<file path="src/rtl/axi4_burst_initiator.sv">
// axi4_burst_initiator: directed AXI4 master that issues one INCR burst per command.
// Write bursts carry a seed-derived pattern; read bursts are checked for resp, ID and rlast placement.
// Optional feature macro: AXI_INIT_CHECK_EN adds the read-data comparator and the mismatch counter.
`timescale 1ns/1ps

`ifndef AXI_ADDR_WIDTH
`define AXI_ADDR_WIDTH 32
`endif
`ifndef AXI_DATA_WIDTH
`define AXI_DATA_WIDTH 64
`endif
`ifndef AXI_ID_WIDTH
`define AXI_ID_WIDTH 4
`endif

module axi4_burst_initiator #(
  parameter int ADDR_WIDTH = `AXI_ADDR_WIDTH,
  parameter int DATA_WIDTH = `AXI_DATA_WIDTH,
  parameter int ID_WIDTH   = `AXI_ID_WIDTH,
  parameter int TXN_ID     = 0
) (
  input  logic                    clk,
  input  logic                    rst,
  input  logic                    cmd_valid,
  output logic                    cmd_ready,
  input  logic                    cmd_write,
  input  logic [ADDR_WIDTH-1:0]   cmd_addr,
  input  logic [7:0]              cmd_len,
  input  logic [31:0]             cmd_seed,
  output logic                    done_valid,
  output logic                    done_error,
  output logic [15:0]             mismatch_cnt,
  output logic [ID_WIDTH-1:0]     m_axi_awid,
  output logic [ADDR_WIDTH-1:0]   m_axi_awaddr,
  output logic [7:0]              m_axi_awlen,
  output logic [2:0]              m_axi_awsize,
  output logic [1:0]              m_axi_awburst,
  output logic                    m_axi_awlock,
  output logic [3:0]              m_axi_awcache,
  output logic [2:0]              m_axi_awprot,
  output logic                    m_axi_awvalid,
  input  logic                    m_axi_awready,
  output logic [DATA_WIDTH-1:0]   m_axi_wdata,
  output logic [DATA_WIDTH/8-1:0] m_axi_wstrb,
  output logic                    m_axi_wlast,
  output logic                    m_axi_wvalid,
  input  logic                    m_axi_wready,
  input  logic [ID_WIDTH-1:0]     m_axi_bid,
  input  logic [1:0]              m_axi_bresp,
  input  logic                    m_axi_bvalid,
  output logic                    m_axi_bready,
  output logic [ID_WIDTH-1:0]     m_axi_arid,
  output logic [ADDR_WIDTH-1:0]   m_axi_araddr,
  output logic [7:0]              m_axi_arlen,
  output logic [2:0]              m_axi_arsize,
  output logic [1:0]              m_axi_arburst,
  output logic                    m_axi_arlock,
  output logic [3:0]              m_axi_arcache,
  output logic [2:0]              m_axi_arprot,
  output logic                    m_axi_arvalid,
  input  logic                    m_axi_arready,
  input  logic [ID_WIDTH-1:0]     m_axi_rid,
  input  logic [DATA_WIDTH-1:0]   m_axi_rdata,
  input  logic [1:0]              m_axi_rresp,
  input  logic                    m_axi_rlast,
  input  logic                    m_axi_rvalid,
  output logic                    m_axi_rready
);

  localparam int LANES = DATA_WIDTH / 32;
  localparam logic [2:0] AXSIZE = 3'($clog2(DATA_WIDTH / 8));
  localparam logic [ID_WIDTH-1:0] TXN_ID_V = ID_WIDTH'(TXN_ID);

  typedef enum logic [2:0] {IDLE, AW, W, B, AR, R, DONE} state_e;

  state_e                  state_q, state_d;
  logic [ADDR_WIDTH-1:0]   addr_q, addr_d;
  logic [7:0]              len_q, len_d;
  logic [31:0]             seed_q, seed_d;
  logic [8:0]              beat_q, beat_d;
  logic                    err_q, err_d;
  logic                    lastBeat;
  logic                    dataErr;

  // Beat i, lane k holds seed + i*LANES + k; lane 0 sits in the LSBs
  function automatic logic [DATA_WIDTH-1:0] patternBeat(input logic [31:0] seed, input logic [8:0] beat);
    logic [DATA_WIDTH-1:0] data;
    data = '0;
    for (int k = 0; k < LANES; k++) begin
      data[32*k +: 32] = seed + 32'(beat) * 32'(LANES) + 32'(k);
    end
    return data;
  endfunction

  assign lastBeat = (beat_q == {1'b0, len_q});

  assign cmd_ready     = (state_q == IDLE) && !rst;
  assign done_valid    = (state_q == DONE);
  assign done_error    = (state_q == DONE) && err_q;

  assign m_axi_awvalid = (state_q == AW);
  assign m_axi_awid    = m_axi_awvalid ? TXN_ID_V : '0;
  assign m_axi_awaddr  = addr_q;
  assign m_axi_awlen   = len_q;
  assign m_axi_awsize  = AXSIZE;
  assign m_axi_awburst = 2'b01;
  assign m_axi_awlock  = 1'b0;
  assign m_axi_awcache = 4'b0011;
  assign m_axi_awprot  = 3'b000;

  assign m_axi_wvalid  = (state_q == W);
  assign m_axi_wdata   = m_axi_wvalid ? patternBeat(seed_q, beat_q) : '0;
  assign m_axi_wstrb   = '1;
  assign m_axi_wlast   = m_axi_wvalid && lastBeat;
  assign m_axi_bready  = (state_q == B);

  assign m_axi_arvalid = (state_q == AR);
  assign m_axi_arid    = m_axi_arvalid ? TXN_ID_V : '0;
  assign m_axi_araddr  = addr_q;
  assign m_axi_arlen   = len_q;
  assign m_axi_arsize  = AXSIZE;
  assign m_axi_arburst = 2'b01;
  assign m_axi_arlock  = 1'b0;
  assign m_axi_arcache = 4'b0011;
  assign m_axi_arprot  = 3'b000;
  assign m_axi_rready  = (state_q == R);

`ifdef AXI_INIT_CHECK_EN
  logic [15:0] mismatchCnt_q, mismatchCnt_d;

  assign dataErr      = (m_axi_rdata != patternBeat(seed_q, beat_q));
  assign mismatch_cnt = mismatchCnt_q;

  // Count mismatching read beats across commands, holding at 0xFFFF
  always_comb begin
    mismatchCnt_d = mismatchCnt_q;
    if ((state_q == R) && m_axi_rvalid && dataErr && (mismatchCnt_q != 16'hFFFF)) begin
      mismatchCnt_d = mismatchCnt_q + 16'd1;
    end
  end

  // Mismatch counter register, cleared only by reset
  always_ff @(posedge clk or posedge rst) begin
    if (rst) mismatchCnt_q <= '0;
    else     mismatchCnt_q <= mismatchCnt_d;
  end
`else
  logic unusedRdata;

  assign unusedRdata  = ^m_axi_rdata;
  assign dataErr      = 1'b0;
  assign mismatch_cnt = '0;
`endif

  // Next-state and datapath update for the single outstanding burst
  always_comb begin
    state_d = state_q;
    addr_d  = addr_q;
    len_d   = len_q;
    seed_d  = seed_q;
    beat_d  = beat_q;
    err_d   = err_q;
    case (state_q)
      IDLE: begin
        if (cmd_valid) begin
          addr_d  = cmd_addr;
          len_d   = cmd_len;
          seed_d  = cmd_seed;
          beat_d  = '0;
          err_d   = 1'b0;
          state_d = cmd_write ? AW : AR;
        end
      end
      AW: if (m_axi_awready) state_d = W;
      W: begin
        if (m_axi_wready) begin
          if (lastBeat) begin
            beat_d  = '0;
            state_d = B;
          end else begin
            beat_d = beat_q + 9'd1;
          end
        end
      end
      B: begin
        if (m_axi_bvalid) begin
          if ((m_axi_bresp != 2'b00) || (m_axi_bid != TXN_ID_V)) err_d = 1'b1;
          state_d = DONE;
        end
      end
      AR: if (m_axi_arready) state_d = R;
      R: begin
        if (m_axi_rvalid) begin
          if ((m_axi_rresp != 2'b00) || (m_axi_rid != TXN_ID_V) ||
              (m_axi_rlast != lastBeat) || dataErr) begin
            err_d = 1'b1;
          end
          if (m_axi_rlast || lastBeat) state_d = DONE;
          else                         beat_d  = beat_q + 9'd1;
        end
      end
      DONE: begin
        err_d   = 1'b0;
        state_d = IDLE;
      end
      default: state_d = IDLE;
    endcase
  end

  // State and command registers; reset abandons any burst in flight
  always_ff @(posedge clk or posedge rst) begin
    if (rst) begin
      state_q <= IDLE;
      addr_q  <= '0;
      len_q   <= '0;
      seed_q  <= '0;
      beat_q  <= '0;
      err_q   <= 1'b0;
    end else begin
      state_q <= state_d;
      addr_q  <= addr_d;
      len_q   <= len_d;
      seed_q  <= seed_d;
      beat_q  <= beat_d;
      err_q   <= err_d;
    end
  end

endmodule

</file>
<file path="config.mk">
export PLATFORM = sky130hd
export DESIGN_NAME = axi4_burst_initiator
export DESIGN_NICKNAME = d
export VERILOG_FILES = /design/src/rtl/axi4_burst_initiator.sv
export SDC_FILE = /design/constraint.sdc
export NUM_CORES = 1
export LEC_CHECK = 0
export BUFFER_PORTS_ARGS = -buffer_cell sky130_fd_sc_hd__buf_2
export CAP_MARGIN = 10
export CORE_MARGIN = 1.5
export CORE_UTILIZATION = 25
export DETAILED_ROUTE_END_ITERATION = 12
export PLACE_DENSITY_LB_ADDON = 0.3
export SYNTH_ARGS = -nofsm -noshare
export SYNTH_HDL_FRONTEND = slang
export SYNTH_SLANG_ARGS = --single-unit
</file>
<file path="constraint.sdc">
create_clock -name clk -period 9.1 [get_ports clk]
set_clock_uncertainty 0.05 [all_clocks]
set_input_delay 0.455 -clock clk [delete_from_list [all_inputs] [get_ports clk]]
set_output_delay 0.455 -clock clk [all_outputs]
set_load 0.05 [all_outputs]
</file>
==> key figures, run 1 <==
Run status
  • Outcome: completed

Critical path
  • Buf+Inv Stages, Crit Path: 1
  • Critical path endpoint category: output pin
  • Signal arrival time at the worst endpoint: 5120 ps
  • Critical path class: reg2out
  • Worst-path cell with the longest stage delay: o21ai_1
  • Dominant delay contributor by cell family on the critical path: simple AND/OR/NAND/NOR gates
  • Series of cell instances along the critical path: ha_1 -> fa_1 -> a211oi_2 -> nor3_1 -> o21ai_1 -> xor2_1 -> nor4_2 -> nand4_1 -> nor4b_1 -> mux2_1 -> buf_2
  • Worst path max stage delay: 620 ps
  • Critical path startpoint category: flop
  • Max FO, Critical Path: 13
  • CP Data Required Time: 8600 ps

STA
  • Minimum clock period: 5630 ps
  • Final worst-path cycle share: 61.8%
  • Total negative slack: 0 ps
  • RSZ-0062 raised after global routing: no
  • Max-slew violations: 0
  • Maximum achievable frequency: 0.178 GHz
  • Worst slew pin tran: 971 ps
  • Min setup slack post-route: 3470 ps
  • Worst max-slew margin expressed relative to the limit: 35.3%
  • Hold violation total from the final report: 0
  • Endpoints failing setup: 0
  • Hold slack final: 176 ps

Clock tree
  • Number of sinks driven by the clock tree: 85
  • CTS H-Tree Depth: 3
  • Cells resized by post-CTS repair: 0
  • TritonCTS clock tree: built
  • Number of buffers inserted during clock tree synthesis: 9
  • Clock Tree Buf Depth: 2
  • Worst skew pair latency: 340 ps
  • Register clock-pin slew on the reported worst setup and hold paths: 60 ps
  • Buffer count from post-CTS setup fixing: 0
  • Hold bufs inserted after CTS: 0
  • Clock tree root driver cell: clkbuf_16

Synthesis
  • Adder-cell share of the synthesized area: 2.63%
  • Warnings from Yosys: 0
  • Mux share of post-synthesis cell area: 12.7%
  • Number of flip-flops and latches in the synthesized netlist: 85
  • Most instantiated flip-flop cell in the synthesis netlist: dfrtp_1
  • Post-Synth XOR/XNOR Area: 5.56%
  • Synthesized area divided by synthesized cell count: 9.06 um^2
  • FFs w/ async S/R, synth: 100%
  • Post-synth cell types: 68
  • Number of enable-type register cells in the synthesized netlist: 0
  • Combinational family with the most area after synthesis: simple AND/OR/NAND/NOR gates
  • Fraction of the mapped netlist area in simple logic gates: 19.3%
  • Syn Std Cell Area: 0.00646 mm^2
  • Post-synthesis compound-gate area fraction: 12.4%
  • Part of the Yosys area used for sequential elements: 32.9%
  • Cell count after synthesis: 713

Drt
  • DRC marker count from the first detailed-route iteration: 367
  • Iteration count of the initial detailed-routing pass: 5
  • Number of vias per cell: 4.53
  • Routed wire length: 18,300 um
  • DR vias: 5,621
  • Antenna Violating Nets Remaining: 0
  • Routed wire per std cell: 14.7 um
  • Remaining design rule violation count: 0

Die
  • X dimension of the die: 164 um
  • Core outline area: 0.0253 mm^2
  • Die outline area: 0.0268 mm^2
  • Placement Rows: 58
  • Initial Utilization: 25.6%
  • Die outline height: 164 um
  • Number of top-level pins: 369

Final layout
  • Area growth syn-to-layout: 21.0%
  • Fraction of final layout cells with drive strength greater than 1: 39.6%
  • Final net count: 1,072
  • Area of the multi-input gates: 0.00363 mm^2
  • Register area: 0.00213 mm^2
  • Filler Cells Inserted: 2,720
  • Number of non-filler instances in the completed layout: 1,241

Power and ir drop
  • Static leakage: 3.56 nW
  • Total power density per cell area: 431 mW/mm^2
  • Worst vdd rail ir drop: 266 uV

Global routing
  • Total global routing overflow: 0
  • Pin count of the biggest net entering global routing: 75
  • Wire length of the first global-routing pass: 28,100 um
  • Antenna violations before repair: 10
  • GRT Total Usage: 13.5%
  • Number of global-route vias before repair: 5,000

Min path
  • Type of the worst min-delay path: in2async

Placement
  • Worst-case setup slack after placement: 3780 ps
  • Placed instance count: 1,220
  • Weighted congestion at the end of routability-driven global placement: 0.842
  • Hpwl dp: 14,600 um
  • # port buffers: 246

Job
  • Max-cap violations: 0
stage by stage:
stage          cell area (um^2)  utilization (%)  total power [mW]
3_5_place_dp               7480             29.6              2.98
3_3_place_gp               7480             29.6              2.97
5_1_grt                    7800             30.9              3.58
4_1_cts                    7800             30.9              3.41
2_1_floorplan              6670                -              2.64
6_report                   7820             31.0              3.37
layer usage:
layer / part of all wire [%] / vias up / track usage (%)
met1: 46 / 2589 / 18.3
met5: 0.30 / - / 0
met3: 8.5 / 26 / 4.14
met4: 1.8 / 8 / 4.55
met2: 44 / 244 / 20.4
li1: - / 2754 / -
final timing paths:
check	start	to	slack, ps	cells past startpoint
setup / recovery	beat_q[0]	m_axi_wdata[63]	3470	11
hold / removal	rst	err_q	180	2
setup reg to reg	state_q[0]	beat_q[7]	6340	6
hold reg to reg	m_axi_araddr[22]	m_axi_araddr[22]	470	1
max in group asynchronous	rst	m_axi_araddr[28]	7770	3
min in group clk	cmd_seed[30]	seed_q[30]	280	3
power by group:
group          internal (mW)  total, mW  switching (mW)  leakage (nW)
Sequential             0.558      0.777           0.219          1.03
Clock                  0.247      0.402           0.155         0.151
Combinational          0.606       2.19            1.58          2.39
flip-flops by register name (all words and copies together), names as in the netlist:
| signal | cells |
|---|---|
| beat_q | 9 |
| err_q | 1 |
| m_axi_araddr | 32 |
| m_axi_arlen | 8 |
| seed_q | 32 |
| state_q | 3 |
synth_stat cells (all sizes together), types with 7 or more instances:
library cell    n  area (um^2)
buf           111          808
dfrtp          85         2130
mux2           72          811
nor2           69          262
nand2          48          180
xnor2          30          263
o21ai          28          144
nor3           26          130
a21oi          21          128
nand3          20          110
clkbuf         18         67.6
and2           17          106
ha             12          150
inv            12         45.0
nor4           12          109
nand4          11         81.3
xor2           11         96.3
a211oi          8         70.1
o22ai           8         50.1
and3            7         43.8
nand2b          7         43.8
o31ai           7         52.6
cell type report:
class	instances	area share, %
multi-input cells	542	46.4
clock buffers	10	3.06
diodes	6	0.192
clock inverters	5	1.07
repair buffers	250	16.1
inverters	13	0.640
well taps	330	5.28
flip-flops and latches	85	27.2
placed cells by master, fill, tap and decap left out, types with 17 or more instances in the layout:
cell     count
nand2_1     48
nor2_1      68
dfrtp_1     85
nor3_1      26
xnor2_1     30
o21ai_0     23
nand3_1     18
mux2_2      69
and2_1      17
conb_1      58
a21oi_1     19
buf_2      246
worst reg2reg max path: stages, from the launching register on:
cell	delay [ps]
dfrtp_1	670
nand2b_2	210
buf_4	410
clkinv_1	270
a21oi_1	610
or2_2	310
o41ai_1	100
kinds of logic after synthesis:
| logic type | Yosys count |
|---|---|
| mux | 73 |
| xor+xnor | 41 |
| buf+inv | 142 |
| fa+ha+maj | 13 |
| flops | 85 |
| simple gates | 242 |
| other cells | 2 |
| compound gates | 115 |
Note: power is estimated with default switching activity, not from simulation.
==> run 2, diff against run 1 <==
- clock period: 9.1 -> 5.3 ns (I/O delays scaled with it)
==> run 2 against run 1 <==
Core utilization decreased by 0.089 points. Register-to-register slack lost 3800 ps. First-iteration DRC count up 4.1%. Die area unchanged. Final area fell by 0.29%. Critical path depth is the same. Sequential share of layout area is 0.079 points higher. Wire length hardly changed. Power up 69%. Via count increased by 0.71%. Critical path type unchanged. Largest power group unchanged.
==> key figures, run 2 (synthesized netlist as in run 1, its figures left out) <==
Die
  • Number of top-level pins: 369 (unchanged)
  • Placement Rows: 58 (unchanged)
  • Initial Utilization: 25.6% (unchanged)
  • Core outline area: 0.0253 mm^2 (unchanged)
  • Die outline area: 0.0268 mm^2 (unchanged)
  • X dimension of the die: 164 um (unchanged)
  • Die outline height: 164 um (unchanged)

Clock tree
  • Buffer count from post-CTS setup fixing: 0 (unchanged)
  • Cells resized by post-CTS repair: 0 (unchanged)
  • Clock Tree Buf Depth: 2 (unchanged)
  • Number of sinks driven by the clock tree: 85 (unchanged)
  • Hold bufs inserted after CTS: 1 (was 0)
  • Worst skew pair latency: 340 ps (about the same)
  • Register clock-pin slew on the reported worst setup and hold paths: 60 ps (about the same)
  • Number of buffers inserted during clock tree synthesis: 9 (unchanged)
  • TritonCTS clock tree: built (unchanged)
  • CTS H-Tree Depth: 3 (unchanged)
  • Clock tree root driver cell: clkbuf_16 (unchanged)

Critical path
  • CP Data Required Time: 4990 ps (was 8600 ps)
  • Critical path endpoint category: output pin (unchanged)
  • Max FO, Critical Path: 11 (was 13)
  • Critical path startpoint category: flop (unchanged)
  • Critical path class: reg2out (unchanged)
  • Signal arrival time at the worst endpoint: 4530 ps (was 5120 ps)

Global routing
  • Wire length of the first global-routing pass: 28,000 um (was 28,100 um)
  • Pin count of the biggest net entering global routing: 78 (was 75)
  • Total global routing overflow: 0 (unchanged)
  • GRT Total Usage: 13.5% (about the same)
  • Number of global-route vias before repair: 5,071 (was 5,000)
  • Antenna violations before repair: 11 (was 10)

Placement
  • Worst-case setup slack after placement: 785 ps (was 3780 ps)
  • Hpwl dp: 14,400 um (was 14,600 um)
  • Weighted congestion at the end of routability-driven global placement: 0.846 (was 0.842)
  • # port buffers: 246 (unchanged)

STA
  • Worst slew pin tran: 1010 ps (was 971 ps)
  • Worst max-slew margin expressed relative to the limit: 32.6% (was 35.3%)
  • Minimum clock period: 4850 ps
  • RSZ-0062 raised after global routing: no (unchanged)
  • Hold violation total from the final report: 0 (unchanged)
  • Final worst-path cycle share: 91.5%
  • Maximum achievable frequency: 0.206 GHz
  • Min setup slack post-route: 453 ps (was 3470 ps)
  • Max-slew violations: 0 (unchanged)
  • Total negative slack: 0 ps (unchanged)
  • Hold slack final: 83.2 ps (was 176 ps)
  • Endpoints failing setup: 0 (unchanged)

Final layout
  • Final net count: 1,075 (was 1,072)
  • Leading cell types in the layout, fill and taps excluded: 246 x buf_2, 85 x dfrtp_1, 69 x mux2_2, 68 x nor2_1, 58 x conb_1 (unchanged)
  • Fraction of final layout cells with drive strength greater than 1: 39.6% (about the same)
  • Most common library cell in the layout ignoring fill and taps: buf_2 (unchanged)
  • Area growth syn-to-layout: 20.6% (was 21.0%)

Power and ir drop
  • Relative contribution of sequential cells to total power: 23.5% (was 23.1%)
  • Switching Share: 59.3% (was 58.1%)
  • Int Pwr: 2.32 mW (was 1.41 mW)
  • Part of the total power dissipated in combinational logic: 66.0% (was 65.0%)
  • Net switching power figure: 3.38 mW (was 1.96 mW)
  • Static leakage: 3.55 nW (was 3.56 nW)
  • Worst vdd rail ir drop: 411 uV (was 266 uV)
  • Share of power burned in the clock network: 10.5% (was 11.9%)
  • Total power density per cell area: 732 mW/mm^2 (was 431 mW/mm^2)

Drt
  • Routed wire length: 18,300 um (about the same)
  • Antenna Violating Nets Remaining: 0 (unchanged)
  • Iteration count of the initial detailed-routing pass: 4 (was 5)
  • Number of vias per cell: 4.55 (was 4.53)
  • Routed wire per std cell: 14.7 um (about the same)
  • DR vias: 5,661 (was 5,621)
  • Remaining design rule violation count: 0 (unchanged)
  • DRC marker count from the first detailed-route iteration: 382 (was 367)

Min path
  • Type of the worst min-delay path: in2reg (was in2async)

Run status
  • Outcome: completed (unchanged)

Job
  • Max-cap violations: 0 (unchanged)
[run 2: cell count changes in the layout (fill, tap and decap cells not counted)]
cell / change
buf_4: +2
clkbuf_8: -1
clkinv_4: +1
bufinv_16: -2
dlygate4sd3_1: +1
clkbuf_1: +1
inv_6: +1
clkinv_2: +1
[run 2: area by class of cell]
class	instances	area (um^2)
inverter	13	50.0
multi-input combinational	542	3630
fill	2696	17500
tap	330	413
timing repair buffer	253	1290
sequential	85	2130
clock buffer	10	229
antenna	6	15.0
clock inverter	6	46.3
[run 2: through the flow]
stage	power [mW]	cell area (um^2)	std cells	util, %
global route	6.05	7780	1240	30.8
detailed placement	5.13	7490	1222	29.7
CTS	5.76	7780	1239	30.8
finish	5.70	7790	1245	30.9
global placement	5.11	7490	1222	29.7
floorplan	4.53	6670	769	-
[run 2: critical path: stages, from the launching register on]
cell      delay (ps)
dfrtp_1          460
ha_1             260
fa_1             420
a211oi_2         430
or3b_1           200
nand4_1          150
or4_4            560
nor4_4           370
nand4_2          380
nor4_1           400
mux2_1           350
buf_2            210
[run 2: final timing paths]
check | start | to | slack [ps] | depth (start not counted)
min in group asynchronous | rst | seed_q[4] | 330 | 3
worst max-delay path | beat_q[0] | m_axi_wdata[60] | 450 | 11
worst min register to register | seed_q[9] | seed_q[9] | 470 | 1
worst max register to register | state_q[0] | beat_q[0] | 2520 | 6
max in group asynchronous | rst | m_axi_araddr[4] | 3630 | 4
worst min-delay path | cmd_seed[30] | seed_q[30] | 80 | 3
[run 2: power groups by stage]
stage | logic [mW] | registers, mW | clock network, mW
after floorplan | 2.77 | 1.76 | 0
after global placement | 3.76 | 1.34 | 0
after detailed placement | 3.78 | 1.35 | 0
after CTS | 3.79 | 1.34 | 0.625
after global routing | 4.00 | 1.40 | 0.649
final | 3.76 | 1.34 | 0.598
[run 2: per-layer routing]
metal / wire (um) / up-vias / share of wire (%) / GRT usage, %
li1: - / 2765 / - / -
met1: 8340 / 2626 / 46 / 18.2
met2: 8040 / 239 / 44 / 20.6
met3: 1560 / 23 / 8.5 / 4.07
met4: 276 / 8 / 1.5 / 4.17
met5: 51 / - / 0.28 / 0
==> run 3, diff against run 2 <==
==> constraint.sdc (replaced) <==
create_clock -name clk -period 5.3 [get_ports clk]
set_clock_uncertainty 0.05 [all_clocks]
set_input_delay 0.53 -clock clk [delete_from_list [all_inputs] [get_ports clk]]
set_output_delay 0.53 -clock clk [all_outputs]
set_load 0.05 [all_outputs]
==> run 3 against run 2 <==
Die area unchanged. Clock power is 7.7% higher. Register-to-register slack worse by 40 ps. Final area rose by 0.64%. Maximum frequency down 3.2%. Worst setup slack worse by 160 ps. Combinational power hardly changed. First-iteration DRC count down 0.79%. Sequential power is essentially flat. Critical path type unchanged. Highest routed layer unchanged.
==> key figures, run 3 (synthesized netlist as in run 1, its figures left out) <==
Final layout
  • Area growth syn-to-layout: 21.4% (was 20.6%)
  • Final instance area: 0.00784 mm^2 (was 0.00779 mm^2)
  • Leading cell types in the layout, fill and taps excluded: 246 x buf_2, 85 x dfrtp_1, 69 x mux2_2, 68 x nor2_1, 58 x conb_1 (unchanged)
  • Fraction of final layout cells with drive strength greater than 1: 39.8% (was 39.6%)
  • Most common library cell in the layout ignoring fill and taps: buf_2 (unchanged)
  • Final net count: 1,074 (was 1,075)

Critical path
  • Critical path class: reg2out (unchanged)
  • CP Data Required Time: 4720 ps (was 4990 ps)
  • Critical path endpoint category: output pin (unchanged)
  • Critical path startpoint category: flop (unchanged)
  • Max FO, Critical Path: 11 (unchanged)
  • Signal arrival time at the worst endpoint: 4430 ps (was 4530 ps)

Placement
  • Worst-case setup slack after placement: 476 ps (was 785 ps)
  • Placed cell areas: 0.00749 mm^2 (about the same)
  • # port buffers: 246 (unchanged)
  • Hpwl dp: 14,600 um (was 14,400 um)
  • Weighted congestion at the end of routability-driven global placement: 0.827 (was 0.846)

Die
  • Die outline area: 0.0268 mm^2 (unchanged)
  • Die outline height: 164 um (unchanged)
  • X dimension of the die: 164 um (unchanged)
  • Number of top-level pins: 369 (unchanged)
  • Placement Rows: 58 (unchanged)
  • Initial Utilization: 25.6% (unchanged)
  • Core outline area: 0.0253 mm^2 (unchanged)

Clock tree
  • Worst skew pair latency: 340 ps (about the same)
  • Clock tree root driver cell: clkbuf_16 (unchanged)
  • Register clock-pin slew on the reported worst setup and hold paths: 70 ps (was 60 ps)
  • CTS H-Tree Depth: 3 (unchanged)
  • TritonCTS clock tree: built (unchanged)
  • Number of sinks driven by the clock tree: 85 (unchanged)
  • Hold bufs inserted after CTS: 0 (was 1)
  • Clock Tree Buf Depth: 2 (unchanged)
  • Number of buffers inserted during clock tree synthesis: 9 (unchanged)

Global routing
  • Number of global-route vias before repair: 5,097 (was 5,071)
  • GRT Total Usage: 13.5% (about the same)
  • Pin count of the biggest net entering global routing: 75 (was 78)
  • Antenna violations before repair: 11 (unchanged)
  • Total global routing overflow: 0 (unchanged)
  • Wire length of the first global-routing pass: 28,200 um (was 28,000 um)

STA
  • Hold violation total from the final report: 0 (unchanged)
  • Maximum achievable frequency: 0.200 GHz (was 0.206 GHz)
  • Total negative slack: 0 ps (unchanged)
  • Max-slew violations: 0 (unchanged)
  • Final worst-path cycle share: 94.5% (was 91.5%)
  • Minimum clock period: 5010 ps (was 4850 ps)
  • Min setup slack post-route: 293 ps (was 453 ps)
  • Endpoints failing setup: 0 (unchanged)
  • Worst slew pin tran: 973 ps (was 1010 ps)
  • Hold slack final: 247 ps (was 83.2 ps)
  • Worst max-slew margin expressed relative to the limit: 35.1% (was 32.6%)

Drt
  • Number of vias per cell: 4.59 (was 4.55)
  • DRC marker count from the first detailed-route iteration: 379 (was 382)
  • DR vias: 5,718 (was 5,661)
  • Routed wire per std cell: 14.8 um (was 14.7 um)
  • Antenna Violating Nets Remaining: 0 (unchanged)
  • Routed wire length: 18,400 um (was 18,300 um)
  • Iteration count of the initial detailed-routing pass: 5 (was 4)
  • Remaining design rule violation count: 0 (unchanged)

Power and ir drop
  • Part of the total power dissipated in combinational logic: 65.5% (was 66.0%)
  • Int Pwr: 2.37 mW (was 2.32 mW)
  • Static leakage: 3.56 nW (was 3.55 nW)
  • Total power density per cell area: 734 mW/mm^2 (was 732 mW/mm^2)
  • Relative contribution of sequential cells to total power: 23.3% (was 23.5%)
  • Net switching power figure: 3.39 mW (was 3.38 mW)
  • Share of power burned in the clock network: 11.2% (was 10.5%)
  • Total power of the final layout: 5.76 mW (was 5.70 mW)
  • Switching Share: 58.8% (was 59.3%)
  • Worst vdd rail ir drop: 421 uV (was 411 uV)

Min path
  • Type of the worst min-delay path: in2async (was in2reg)

Run status
  • Outcome: completed (unchanged)

Job
  • Max-cap violations: 0 (unchanged)
[run 3: worst paths after layout]
kind                              start  cells after the start  slack, ps                to
min reg2reg                   seed_q[1]                      1        470         seed_q[1]
max reg2reg                  state_q[0]                      5       2480         beat_q[4]
max in group asynchronous           rst                      3       3860  m_axi_araddr[28]
max                           beat_q[0]                     11        290   m_axi_wdata[60]
min in group clk           cmd_seed[30]                      3        350        seed_q[30]
min                                 rst                      2        250  m_axi_araddr[30]
[run 3: metal layers]
| layer | routed length (um) | global-route usage [%] | vias up |
|---|---|---|---|
| met4 | 179 | 3.51 | 8 |
| met3 | 1620 | 4.12 | 19 |
| met5 | 58 | 0 | - |
| li1 | - | - | 2757 |
| met2 | 8270 | 21.3 | 242 |
| met1 | 8260 | 17.8 | 2692 |
[run 3: repair_timing]
action | 4_1_cts | 5_1_grt
setup endpoints to repair | 0 | 5
buffers inserted | 0 | 1
resized for setup | 0 | 4
[run 3: power groups by stage]
stage	combinational, mW	sequential [mW]	clock (mW)
after floorplan	2.77	1.76	0
after global placement	3.76	1.34	0
after detailed placement	3.77	1.35	0
after CTS	3.78	1.34	0.667
after global routing	4.01	1.40	0.694
final	3.77	1.34	0.644
[run 3: critical path: stages (launching register included)]
cell and delay (ps):
dfrtp_1 470, ha_1 260, fa_1 460, a211oi_4 370
or3b_1 180, nand4_1 130, or4_4 550, nor4_4 410
nand4_4 280, nor4_1 420, mux2_1 350, buf_2 210
[run 3: area by class of cell]
class / count / area, um^2
multi-input cells: 542 / 3660
repair buffers: 252 / 1280
clock inverters: 6 / 71.3
diodes: 7 / 17.5
clock buffers: 10 / 229
fillers: 2709 / 17400
flip-flops and latches: 85 / 2130
inverters: 13 / 50.0
well taps: 330 / 413
[run 3: metrics by stage]
step / utilization, % / std cells
after floorplan: - / 769
after global placement: 29.6 / 1221
after detailed placement: 29.6 / 1221
after CTS: 30.8 / 1237
after global routing: 31.0 / 1239
final: 31.1 / 1245
